[config.mk]
export PLATFORM = sky130hd
export DESIGN_NAME = stream_mux_rr
export DESIGN_NICKNAME = d
export VERILOG_FILES = /design/src/rtl/stream_mux_rr.sv
export SDC_FILE = /design/constraint.sdc
export NUM_CORES = 1
export LEC_CHECK = 0
export ABC_AREA = 1
export BUFFER_PORTS_ARGS = -buffer_cell sky130_fd_sc_hd__buf_2
export CAP_MARGIN = 20
export CORE_UTILIZATION = 40
export DETAILED_ROUTE_END_ITERATION = 8
export PLACE_DENSITY_LB_ADDON = 0.1
export SLEW_MARGIN = 0
export SYNTH_ARGS = -nofsm -noshare
export SYNTH_HDL_FRONTEND = slang
export SYNTH_SLANG_ARGS = --single-unit
[constraint.sdc]
create_clock -name CLK -period 5.2 [get_ports CLK]
set_input_delay 1.3 -clock CLK [delete_from_list [all_inputs] [get_ports CLK]]
set_output_delay 1.3 -clock CLK [all_outputs]
set_load 0.02 [all_outputs]
[src/rtl/stream_mux_rr.sv]
// N-channel packet stream mux with round-robin or fixed-select arbitration and a registered output.
// Define STREAM_MUX_WATCHDOG_EN to abandon packets whose granted source stalls for TIMEOUT cycles.
module stream_mux_rr #(
  parameter int unsigned N_CH    = 4,
  parameter int unsigned W       = 8,
  parameter int unsigned CW      = (N_CH > 1) ? $clog2(N_CH) : 1,
  parameter int unsigned TIMEOUT = 16
) (
  input  logic              CLK,
  input  logic              RST,
  input  logic              MODE,
  input  logic [CW-1:0]     SEL,
  input  logic [N_CH*W-1:0] IN_DATA,
  input  logic [N_CH-1:0]   IN_VALID,
  input  logic [N_CH-1:0]   IN_LAST,
  output logic [N_CH-1:0]   IN_READY,
  output logic [W-1:0]      OUT_DATA,
  output logic              OUT_VALID,
  output logic              OUT_LAST,
  output logic [CW-1:0]     OUT_CHAN,
  input  logic              OUT_READY,
  output logic              ERR_TIMEOUT
);

  localparam logic [0:0] IDLE = 1'b0;
  localparam logic [0:0] BUSY = 1'b1;
  localparam int unsigned CW1 = CW + 1;

  logic [0:0]    state_q, state_d;
  logic [CW-1:0] grant_q, grant_d;
  logic [CW-1:0] ptr_q, ptr_d;
  logic [CW-1:0] ptr_next;

  logic [W-1:0]  data_q;
  logic          valid_q, last_q;
  logic [CW-1:0] chan_q;

  logic          load_en, xfer, timeout;
  logic          g_valid, g_last;
  logic [W-1:0]  g_data;

  logic            cand_found;
  logic [CW-1:0]   cand, off;
  logic [CW1-1:0]  sum;
  logic [2*N_CH-1:0] dbl;

  assign load_en  = !valid_q || OUT_READY;
  assign xfer     = (state_q == BUSY) && g_valid && load_en;
  assign ptr_next = (grant_q == CW'(N_CH - 1)) ? '0 : grant_q + CW'(1);

  // Granted-channel view of the input bundle
  always_comb begin
    g_valid = 1'b0;
    g_last  = 1'b0;
    g_data  = '0;
    for (int unsigned i = 0; i < N_CH; i++) begin
      if (grant_q == CW'(i)) begin
        g_valid = IN_VALID[i];
        g_last  = IN_LAST[i];
        g_data  = IN_DATA[i*W +: W];
      end
    end
  end

  // Candidate search: rotate valids so PTR lands on bit 0, take the lowest set bit
  always_comb begin
    cand_found = 1'b0;
    cand       = '0;
    off        = '0;
    sum        = '0;
    dbl        = {IN_VALID, IN_VALID} >> ptr_q;
    if (MODE) begin
      for (int unsigned i = 0; i < N_CH; i++) begin
        if (SEL == CW'(i) && IN_VALID[i]) begin
          cand_found = 1'b1;
          cand       = CW'(i);
        end
      end
    end else begin
      for (int unsigned j = 0; j < N_CH; j++) begin
        if (!cand_found && dbl[j]) begin
          cand_found = 1'b1;
          off        = CW'(j);
        end
      end
      sum = {1'b0, ptr_q} + CW1'(off);
      if (sum >= CW1'(N_CH)) begin
        sum = sum - CW1'(N_CH);
      end
      cand = sum[CW-1:0];
    end
  end

  always_comb begin
    state_d = state_q;
    grant_d = grant_q;
    ptr_d   = ptr_q;
    case (state_q)
      IDLE: begin
        if (cand_found) begin
          grant_d = cand;
          state_d = BUSY;
        end
      end
      BUSY: begin
        if ((xfer && g_last) || timeout) begin
          state_d = IDLE;
          ptr_d   = ptr_next;
        end
      end
      default: state_d = IDLE;
    endcase
  end

  always_comb begin
    IN_READY = '0;
    if (state_q == BUSY && load_en && !RST) begin
      for (int unsigned i = 0; i < N_CH; i++) begin
        if (grant_q == CW'(i)) begin
          IN_READY[i] = 1'b1;
        end
      end
    end
  end

  always_ff @(posedge CLK or posedge RST) begin
    if (RST) begin
      state_q <= IDLE;
      grant_q <= '0;
      ptr_q   <= '0;
    end else begin
      state_q <= state_d;
      grant_q <= grant_d;
      ptr_q   <= ptr_d;
    end
  end

  always_ff @(posedge CLK or posedge RST) begin
    if (RST) begin
      data_q  <= '0;
      valid_q <= 1'b0;
      last_q  <= 1'b0;
      chan_q  <= '0;
    end else if (xfer) begin
      data_q  <= g_data;
      valid_q <= 1'b1;
      last_q  <= g_last;
      chan_q  <= grant_q;
    end else if (load_en) begin
      valid_q <= 1'b0;
    end
  end

  assign OUT_DATA  = data_q;
  assign OUT_VALID = valid_q;
  assign OUT_LAST  = last_q;
  assign OUT_CHAN  = chan_q;

`ifdef STREAM_MUX_WATCHDOG_EN
  localparam int unsigned SW = $clog2(TIMEOUT + 1);

  logic [SW-1:0] stall_q;

  // Counts cycles the granted source has nothing to offer; a stalled-but-valid beat just holds
  assign timeout = (state_q == BUSY) && !g_valid && (stall_q == SW'(TIMEOUT - 1));

  always_ff @(posedge CLK or posedge RST) begin
    if (RST) begin
      stall_q <= '0;
    end else if (state_q == IDLE || xfer || timeout) begin
      stall_q <= '0;
    end else if (!g_valid) begin
      stall_q <= stall_q + SW'(1);
    end
  end

  assign ERR_TIMEOUT = timeout;
`else
  assign timeout     = 1'b0;
  assign ERR_TIMEOUT = 1'b0;
`endif

endmodule

After elaboration in Yosys (flattened, before gate mapping)
Cells that the tools add are included.
- add/subtract/negate cells: 3
- magnitude comparators: 1
- equal/unequal tests: 6
- shift operators: 1
- mux-type cells: 44
- bitwise logic cells: 1
- reductions and logical operators: 23
- operators by type and width (cell ; count):
    2-to-1 mux 8 bit ; 4
    2-to-1 mux 1 bit ; 30
    2-to-1 mux 2 bit ; 8
    logical AND 1 bit ; 12
    equality test 2 bit, second input constant ; 4
    >> shifter 8 x 2 -> 4 bit ; 1
    logical NOT 1 bit ; 5
    equality test 2 x 1 -> 1 bit, second input constant ; 2
    logical NOT 2 bit ; 2
    2-to-1 mux 4 bit ; 1
    AND reduction 2 bit ; 2
    adder 2 x 2 -> 3 bit ; 1
    greater-or-equal comparator 3 bit, second input constant ; 1
    adder 2 x 1 -> 2 bit, second input constant ; 1
    case mux 1 bit (2 select lines) ; 1
    nonzero test 2 bit ; 1
    subtractor 2 x 1 -> 2 bit, second input constant ; 1
    logical OR 1 bit ; 1
    NOT 1 bit ; 1
- register bits after elaboration: 17
- output and inout bits: 17

Longest topological paths before layout
Gate-level depths: netlist of run 1.
- word-level depth: 19
- mapped depth: 14
- mapped depth without buffers: 14

Worst setup path after synthesis of run 1
Ideal clock, no wire load.
- path type: input to output
- from: input RST
- to: output IN_READY[0]
- arrival time: 2228 ps
- setup slack: 1672 ps
- stages on the path: 3
- path buffers: 0
- path through: inv_1 > nand3_1 > nor2_1
- longest elaborated chain between the ends: 3
- ends and longest elaborated chain (what ; line ; source):
    start, declared ; 10 ; input logic RST,
    logical NOT 1 bit (no source line) ; -- ;
    logical AND 1 bit ; 117 ; if (state_q == BUSY && load_en && !RST) begin
    2-to-1 mux 4 bit ; 117 ;
    end, declared ; 16 ; output logic [N_CH-1:0] IN_READY,
Every way passes these cells.

Worst setup path after layout of run 1
Same ends and word-level chain as after synthesis.

==> results of run 1 <==
-- stage by stage --
step           setup WS (ps)  cell area (um^2)  util [%]
2_1_floorplan           1670              1290         -
3_3_place_gp            1750              1600      52.5
3_5_place_dp            1720              1600      52.5
4_1_cts                 1720              1630      53.4
5_1_grt                 1640              1630      53.4
6_report                1740              1630      53.4
-- cell families (layout without fill, tap and decap cells) --
logic type / Yosys count / in the layout / synth area share, %
flip-flops: 17 / 17 / 33.1
buffers and inverters: 24 / 82 / 9.05
AO/OA/AOI/OAI: 35 / 35 / 14.9
adder cells (fa/ha/maj): 5 / 5 / 4.86
AND/OR/NAND/NOR: 116 / 116 / 37.2
XOR/XNOR: 1 / 1 / 0.681
other: 1 / 1 / 0.292
-- final timing paths --
kind,start,to,cells past startpoint
min reg2reg,OUT_LAST,OUT_LAST,2
min in group asynchronous,RST,OUT_DATA[2],3
min,OUT_LAST,OUT_LAST,2
max reg2reg,grant_q[1],state_q,12
max,RST,IN_READY[0],6
max in group asynchronous,RST,OUT_DATA[0],3
-- per-layer routing --
metal	vias up	wire (um)	GRT usage (%)
li1	755	-	-
met1	631	1440	24.4
met2	47	1560	36.8
met3	0	179	3.96
met4	0	0	3.06
met5	-	0	0
-- sequential cells by signal (all words and copies together) (netlist names) --
| register | count |
|---|---|
| OUT_LAST | 1 |
| OUT_DATA | 8 |
| OUT_CHAN | 2 |
| OUT_VALID | 1 |
| state_q | 1 |
| ptr_q | 2 |
| grant_q | 2 |
-- worst max-delay path, delay by kind of cell --
family,cells,cell delay (ps)
buffers and inverters,4,530
AND/OR/NAND/NOR,2,330
-- area by class of cell --
cell class                 count  area, um^2
clock inverter                 1        5.00
sequential                    17         425
multi-input combinational    158         744
clock buffer                   3        22.5
timing repair buffer          62         313
fill                         341        1420
tap                           44        55.1
inverter                      16        65.1
-- cells in the mapped netlist (all sizes together) --
library cell   n
clkinv         1
a21oi         18
nand2         71
o21ai          8
nor2          27
dfrtp         17
a31oi          8
clkbuf         3
conb           1
inv           15
ha             5
xor2           1
nand3         18
buf            5
a21boi         1
-- where the power goes --
part / switching [uW] / internal (uW) / total (uW)
Combinational: 391 / 209 / 600
Clock: 39.1 / 28.6 / 67.7
Sequential: 48.5 / 197 / 246
==> results.sh, run 1 <==
export IMPL_grt_max_degree=19
export IMPL_ant_nets=0
export IMPL_critical_path_class="primary input to primary output"
export IMPL_slew_viol_final=0
export IMPL_stdcell_count=301
export IMPL_post_route_cells_drive_above_1_share_pct=28.0
export IMPL_htreeDepth=1
export IMPL_finalHoldViolCount=0
export IMPL_cts_root_buf="clkbuf_4"
export IMPL_die_w_um=58.7
export IMPL_antenna_found_initial=0
export IMPL_rrSetupSlack_ps=3150
export IMPL_p_leak_uw=0.000915
export IMPL_finalPower_uw=914
export IMPL_port_buffers=61
export IMPL_drv_cap=0
export IMPL_fp_dieArea_um2=3450
export IMPL_arrival_ps=2160
export IMPL_clock_skew_ps=5.53
export IMPL_fin_tns_setup_ps=0
export IMPL_avgRoutedWirePerCell_um=10.5
export IMPL_yosysTopAreaCell="dfrtp_1"
export IMPL_ys_top_cells_by_area="dfrtp_1 33%, nand2_1 20%, nor2_1 7.6%, a21oi_1 7.0%, nand3_1 7.0%"
export IMPL_netlist_area_leader_share_pct=33.1
export IMPL_ys_warn_count=0
export IMPL_grt_usage_pct=19.9
export IMPL_vias=1433
export IMPL_cp_cell_sequence="buf_2 -> inv_1 -> buf_4 -> nand3_1 -> nor2_1 -> buf_2"
export IMPL_period_minus_slack_ps=3460
export IMPL_numCtsBuffers=3
export IMPL_synth_cell_types=22
export IMPL_grt_remaining_overflow=0
export IMPL_clock_latency_ps=290
export IMPL_synthToLayoutAreaGrowth_pct=26.8
export IMPL_cts_sinks=17
export IMPL_avgSynthCellArea_um2=6.46
export IMPL_nets=309
export IMPL_grt_pass1_vias=1339
export IMPL_min_period_over_period_pct=66.6
export IMPL_ys_seq_area_share_pct=33.1
export IMPL_start_util_pct=42.1
export IMPL_fmax_mhz=289
export IMPL_drt_iter0_markers=50
export IMPL_synth_cell_area_um2=1290
export IMPL_layout_commonest_cell="nand2_1"
export IMPL_slowest_delay_ps=230
export IMPL_clk_path_buf_depth=2
export IMPL_path_clk_slew_ps=90
export IMPL_io_pins=63
export IMPL_crit_path_start_kind="primary input"
export IMPL_wirelength_um=3170
export IMPL_crit_path_top_delay_cell="buf_4"
export IMPL_cts_repair_resized=0
export IMPL_cp_max_fo=18
export IMPL_finalHoldWorstSlack_ps=488
export IMPL_finalSetupViolations=0
export IMPL_power_density_nw_per_um2=560
export IMPL_row_count=20
export IMPL_viasPerCell=4.76
export IMPL_peakVddDrop_uv=231
export IMPL_crit_required_ps=3900
export IMPL_dr_pass1_iters=7
export IMPL_gp_congestion=0.784
export IMPL_holdBufCountCts=0
export IMPL_num_antenna_cells=0
export IMPL_core_area_um2=3050
export IMPL_postCtsSetupRepairBufs=0
export IMPL_hp_class="register to register"
export IMPL_grt_pass1_wl_um=5290
export IMPL_crit_top_cell="buf_2"
export IMPL_cts_tree="yes"
export IMPL_post_dp_hpwl_um=2540
export IMPL_ys_ff_latch=17
export IMPL_rsz0062_at_grt="no"
export IMPL_syn_inst=199
export IMPL_drc=0
export IMPL_place_inst=297
export IMPL_syn_num_nets=250
export IMPL_end_kind="primary output"
export IMPL_die_y_um=58.7
export IMPL_layout_common_cells="68 x nand2_1, 61 x buf_2, 26 x nor2_1"
export IMPL_outcome="finished clean"
(Power assumes the default switching activity.)
==> inputs of run 2 (changes only) <==
==> constraint.sdc (replaced) <==
create_clock -name CLK -period 3 [get_ports CLK]
set_input_delay 0.75 -clock CLK [delete_from_list [all_inputs] [get_ports CLK]]
set_output_delay 0.75 -clock CLK [all_outputs]
set_load 0.02 [all_outputs]
==> results.sh, run 2 (synthesis results as in run 1) <==
export IMPL_outcome="finished clean"
export IMPL_fin_tns_setup_ps=0
export IMPL_post_dp_hpwl_um=2610
export IMPL_cts_sinks=17
export IMPL_clk_path_buf_depth=2
export IMPL_period_minus_slack_ps=2500
export IMPL_postCtsSetupRepairBufs=0
export IMPL_critical_path_class="register to primary output"
export IMPL_hp_class="primary input to asynchronous set/reset pin"
export IMPL_fillers=345
export IMPL_grt_max_degree=19
export IMPL_crit_required_ps=2250
export IMPL_drv_cap=0
export IMPL_layout_commonest_cell="nand2_1"
export IMPL_finalPower_uw=1590
export IMPL_min_period_over_period_pct=83.2
export IMPL_wirelength_um=3210
export IMPL_holdBufCountCts=0
export IMPL_grt_pass1_wl_um=5400
export IMPL_setup_ws_ps=503
export IMPL_synthToLayoutAreaGrowth_pct=27.2
export IMPL_p_leak_uw=0.000917
export IMPL_numCtsBuffers=3
export IMPL_finalHoldViolCount=0
export IMPL_fp_dieArea_um2=3450
export IMPL_regArea_um2=425
export IMPL_drt_iter0_markers=25
export IMPL_clock_skew_ps=3.75
export IMPL_pre_cts_slack_ps=799
export IMPL_start_util_pct=42.1
export IMPL_layout_common_cells="68 x nand2_1, 61 x buf_2, 26 x nor2_1"
export IMPL_largest_reg_flops=8
export IMPL_end_kind="primary output"
export IMPL_cp_max_fo=11
export IMPL_grt_remaining_overflow=0
export IMPL_crit_start="grant_q[0]"
export IMPL_r2r_cells=12
export IMPL_fmax_mhz=400
export IMPL_slew_viol_final=0
export IMPL_gp_congestion=0.864
export IMPL_finalSetupViolations=0
export IMPL_r2r_end="ptr_q[0]"
export IMPL_dr_pass1_iters=4
export IMPL_cts_repair_resized=0
export IMPL_row_count=20
export IMPL_vias=1448
export IMPL_htreeDepth=1
export IMPL_nets=310
export IMPL_ant_nets=0
export IMPL_cts_root_buf="clkbuf_4"
export IMPL_rrSetupSlack_ps=960
export IMPL_route_top_layer_used="met3"
export IMPL_wl_met2_um=1590
export IMPL_die_w_um=58.7
export IMPL_arrival_ps=1750
export IMPL_drc=0
export IMPL_post_route_cells_drive_above_1_share_pct=27.9
export IMPL_dr_wl_met3_um=190
export IMPL_port_buffers=61
export IMPL_core_area_um2=3050
export IMPL_crit_end="IN_READY[2]"
export IMPL_antenna_found_initial=0
export IMPL_crit_path_start_kind="register"
export IMPL_clock_latency_ps=290
export IMPL_peakVddDrop_uv=432
export IMPL_grt_usage_pct=20.4
export IMPL_grt_pass1_vias=1353
export IMPL_rsz0062_at_grt="no"
export IMPL_num_antenna_cells=0
export IMPL_viasPerCell=4.79
export IMPL_io_pins=63
export IMPL_final_util_pct=53.6
export IMPL_drt_met1_wl_um=1420
export IMPL_avgRoutedWirePerCell_um=10.6
export IMPL_multi_input_area_um2=744
export IMPL_die_y_um=58.7
export IMPL_power_density_nw_per_um2=974
export IMPL_r2r_start="grant_q[1]"
export IMPL_path_clk_slew_ps=90
export IMPL_cts_tree="yes"
-- run 2: through the flow --
| step | std cells | instance area [um^2] | hold slack (ps) |
|---|---|---|---|
| 2_1_floorplan | 199 | 1290 | 486 |
| 3_3_place_gp | 298 | 1610 | 463 |
| 3_5_place_dp | 298 | 1610 | 475 |
| 4_1_cts | 302 | 1640 | 497 |
| 5_1_grt | 302 | 1640 | 497 |
| 6_report | 302 | 1640 | 488 |
-- run 2: power by group --
| group | total, uW | internal, uW | switching [uW] |
|---|---|---|---|
| clock | 120 | 51.7 | 68.4 |
| sequential | 425 | 342 | 83.3 |
| combinational | 1050 | 369 | 679 |
-- run 2: final cells by class --
cell class	count	area share, %
sequential	17	26.0
clock buffer	4	1.61
timing repair buffer	63	19.6
tap	44	3.36
inverter	16	3.98
multi-input combinational	158	45.5
-- run 2: how the worst min path moves through the flow --
stage               startpoint     endpoint  cells past startpoint
finish                     RST  OUT_DATA[2]                      3
global route               RST  OUT_DATA[2]                      3
CTS                        RST  OUT_DATA[2]                      3
detailed placement    OUT_LAST     OUT_LAST                      2
global placement      OUT_LAST     OUT_LAST                      2
floorplan              state_q      state_q                      2
-- run 2: critical path, stage by stage, from the launching register on --
cell and delay [ps]:
dfrtp_1 420, inv_1 130, ha_1 390, inv_1 70
buf_4 180, nor2_1 100, buf_2 170
-- run 2: metal layers --
layer,up-vias,track usage (%)
met5,-,0
met4,0,2.04
met3,0,5.05
met2,48,38.6
met1,644,24.0
li1,756,-
==> inputs of run 3 (changes only) <==
--- a/config.mk
+++ b/config.mk
@@ -5,7 +5,7 @@
 export SDC_FILE = /design/constraint.sdc
 export NUM_CORES = 1
 export LEC_CHECK = 0
-export ABC_AREA = 1
+export ABC_AREA = 0
 export BUFFER_PORTS_ARGS = -buffer_cell sky130_fd_sc_hd__buf_2
 export CAP_MARGIN = 20
 export CORE_UTILIZATION = 40
==> constraint.sdc (replaced) <==
create_clock -name CLK -period 2.5 [get_ports CLK]
set_input_delay 0.625 -clock CLK [delete_from_list [all_inputs] [get_ports CLK]]
set_output_delay 0.625 -clock CLK [all_outputs]
set_load 0.02 [all_outputs]
==> results.sh, run 3 <==
export IMPL_outcome="finished clean"
export IMPL_synth_cell_types=39
export IMPL_synth_fa_ha_area_share_pct=4.90
export IMPL_num_antenna_cells=0
export IMPL_critical_path_top_delay_family="buffers and inverters"
export IMPL_synth_edf_count=0
export IMPL_syn_inst=158
export IMPL_row_count=20
export IMPL_crit_path_start_kind="register"
export IMPL_synthTopCellsByCount="21 x nand2_1, 17 x dfrtp_1, 12 x a21oi_1, 12 x nor2_1, 11 x o21ai_1"
export IMPL_layout_commonest_cell="buf_2"
export IMPL_crit_required_ps=1880
export IMPL_die_w_um=58.5
export IMPL_place_inst=255
export IMPL_internal_power_uw=934
export IMPL_finalSetupViolations=0
export IMPL_post_dp_hpwl_um=2540
export IMPL_ys_warn_count=0
export IMPL_synth_most_common_cell="nand2_1"
export IMPL_fillers=299
export IMPL_nets=267
export IMPL_gp_congestion=0.755
export IMPL_dr_pass1_iters=4
export IMPL_layout_common_cells="61 x buf_2, 21 x nand2_1, 17 x dfrtp_1"
export IMPL_fp_dieArea_um2=3420
export IMPL_port_buffers=61
export IMPL_clk_path_buf_depth=2
export IMPL_die_y_um=58.5
export IMPL_ys_top_cells_by_area="dfrtp_1 33%, nand2_1 6.2%, a221oi_1 5.5%, ha_1 4.9%, a21oi_1 4.7%"
export IMPL_min_period_over_period_pct=89.1
export IMPL_finalHoldViolCount=0
export IMPL_cp_max_fo=12
export IMPL_yosys_area_share_xor_xnor_pct=1.37
export IMPL_start_util_pct=42.1
export IMPL_io_pins=63
export IMPL_netlist_area_leader_share_pct=33.3
export IMPL_grt_usage_pct=20.6
export IMPL_swShare_pct=47.2
export IMPL_power_density_nw_per_um2=1080
export IMPL_core_area_um2=3030
export IMPL_synth_compound_area_share_pct=22.8
export IMPL_synth_main_ff_cell="dfrtp_1"
export IMPL_p_leak_uw=0.000822
export IMPL_fin_area_um2=1650
export IMPL_synth_top_family_by_area="simple AND/OR/NAND/NOR gates"
export IMPL_cp_cell_sequence="inv_1 -> ha_1 -> buf_4 -> and3_1 -> buf_2"
export IMPL_grt_max_degree=21
export IMPL_numCtsBuffers=3
export IMPL_stdcell_count=259
export IMPL_drc=0
export IMPL_drv_cap=0
export IMPL_grt_pass1_wl_um=5550
export IMPL_slowest_delay_ps=430
export IMPL_period_minus_slack_ps=2230
export IMPL_synth_simple_gate_area_share_pct=23.6
export IMPL_post_route_cells_drive_above_1_share_pct=34.0
export IMPL_critical_path_class="register to primary output"
export IMPL_fmax_mhz=449
export IMPL_ant_nets=0
export IMPL_fin_tns_setup_ps=0
export IMPL_vias=1303
export IMPL_avgRoutedWirePerCell_um=12.3
export IMPL_drt_iter0_markers=20
export IMPL_cts_sinks=17
export IMPL_power_frac_seq_pct=28.4
export IMPL_yosysTopAreaCell="dfrtp_1"
export IMPL_crit_path_top_delay_cell="dfrtp_1"
export IMPL_cts_tree="yes"
export IMPL_htreeDepth=1
export IMPL_viasPerCell=5.03
export IMPL_worst_path_buf_inv=3
export IMPL_slew_viol_final=0
export IMPL_clock_skew_ps=9.93
export IMPL_placedInstanceArea_um2=1620
export IMPL_comb_power_share_pct=63.6
export IMPL_syn_num_nets=209
export IMPL_cts_root_buf="clkbuf_4"
export IMPL_end_kind="primary output"
export IMPL_largest_reg_flops=8
export IMPL_finalHoldWorstSlack_ps=486
export IMPL_ys_seq_area_share_pct=33.3
export IMPL_ys_ff_latch=17
export IMPL_hp_class="register to register"
export IMPL_avgSynthCellArea_um2=8.08
export IMPL_antenna_found_initial=0
export IMPL_synth_cell_area_um2=1280
export IMPL_peakVddDrop_uv=389
export IMPL_grt_pass1_vias=1230
export IMPL_async_reset_ff_share_pct=100
export IMPL_path_clk_slew_ps=100
export IMPL_grt_remaining_overflow=0
export IMPL_clock_latency_ps=280
export IMPL_wirelength_um=3180
export IMPL_p_clk_share_pct=8.0
export IMPL_synthToLayoutAreaGrowth_pct=28.9
export IMPL_muxShareOfSynthArea_pct=7.06
export IMPL_p_sw_uw=836
export IMPL_rsz0062_at_grt="no"
export IMPL_arrival_ps=1600
run 3: changes by cell type after synthesis, sizes merged, moves of 6 or more:
| cell | previous run | this run |
|---|---|---|
| nor2 | 27 | 12 |
| nor3 | 0 | 10 |
| a221oi | 0 | 8 |
| a21oi | 18 | 12 |
| nand3 | 18 | 2 |
| nand2 | 71 | 21 |
| a31oi | 8 | 2 |
| inv | 15 | 6 |
run 3: routing by layer:
layer | routed length [um] | GRT usage [%]
met5 | 0 | 0
met4 | 0 | 5.10
met3 | 159 | 1.54
met2 | 1360 | 31.2
met1 | 1660 | 31.7
run 3: worst paths after layout:
kind                        startpoint          end  slack (ps)  cells after the start
hold reg to reg            OUT_CHAN[0]  OUT_CHAN[0]         490                      2
setup / recovery            grant_q[1]  IN_READY[1]         270                      5
min in group asynchronous          RST  OUT_DATA[7]         500                      3
setup reg to reg            grant_q[0]     ptr_q[1]         300                      7
max in group asynchronous          RST  OUT_DATA[2]        1810                      3
hold / removal             OUT_CHAN[0]  OUT_CHAN[0]         490                      2
run 3: logic make-up after synthesis:
| group | after synthesis |
|---|---|
| buf+inv | 20 |
| other cells | 1 |
| fa+ha+maj | 5 |
| simple gates | 63 |
| xor+xnor | 2 |
| flops | 17 |
| compound gates | 43 |
| mux | 7 |
run 3: tightest hold or removal path, delay by kind of cell, from the launching register on:
family             cells  cell delay (ps)
AOI/OAI and AO/OA      1               60
DFF                    1              350
and+or+nand+nor        1               50
run 3: cell type report:
cell class | count | area, um^2 | area share [%]
clock buffers | 4 | 26.3 | 1.60
inverters | 7 | 26.3 | 1.60
multi-input cells | 121 | 769 | 46.8
flip-flops and latches | 17 | 425 | 25.9
well taps | 44 | 55.1 | 3.35
repair buffers | 66 | 343 | 20.8
run 3: power by group through the flow:
stage               logic, uW  registers, uW  clock network (uW)
floorplan                 758            566                   0
global placement         1100            502                   0
detailed placement       1120            507                   0
CTS                      1130            503                 145
global route             1280            522                 152
finish                   1130            503                 142
run 3: per-stage QoR:
step                      total power [uW]  worst slack, ps  util (%)
final                                 1770              272      54.3
after global routing                  1960             99.1      54.3
after CTS                             1780              114      54.3
after detailed placement              1630              142      53.4
after global placement                1600              225      53.4
after floorplan                       1320              302         -
run 3: repair_timing:
action	in CTS	in global routing
resized for setup	0	1
setup endpoints to repair	0	2
hold buffers	0	0
buffers inserted	0	0
endpoints found under the hold margin	0	0
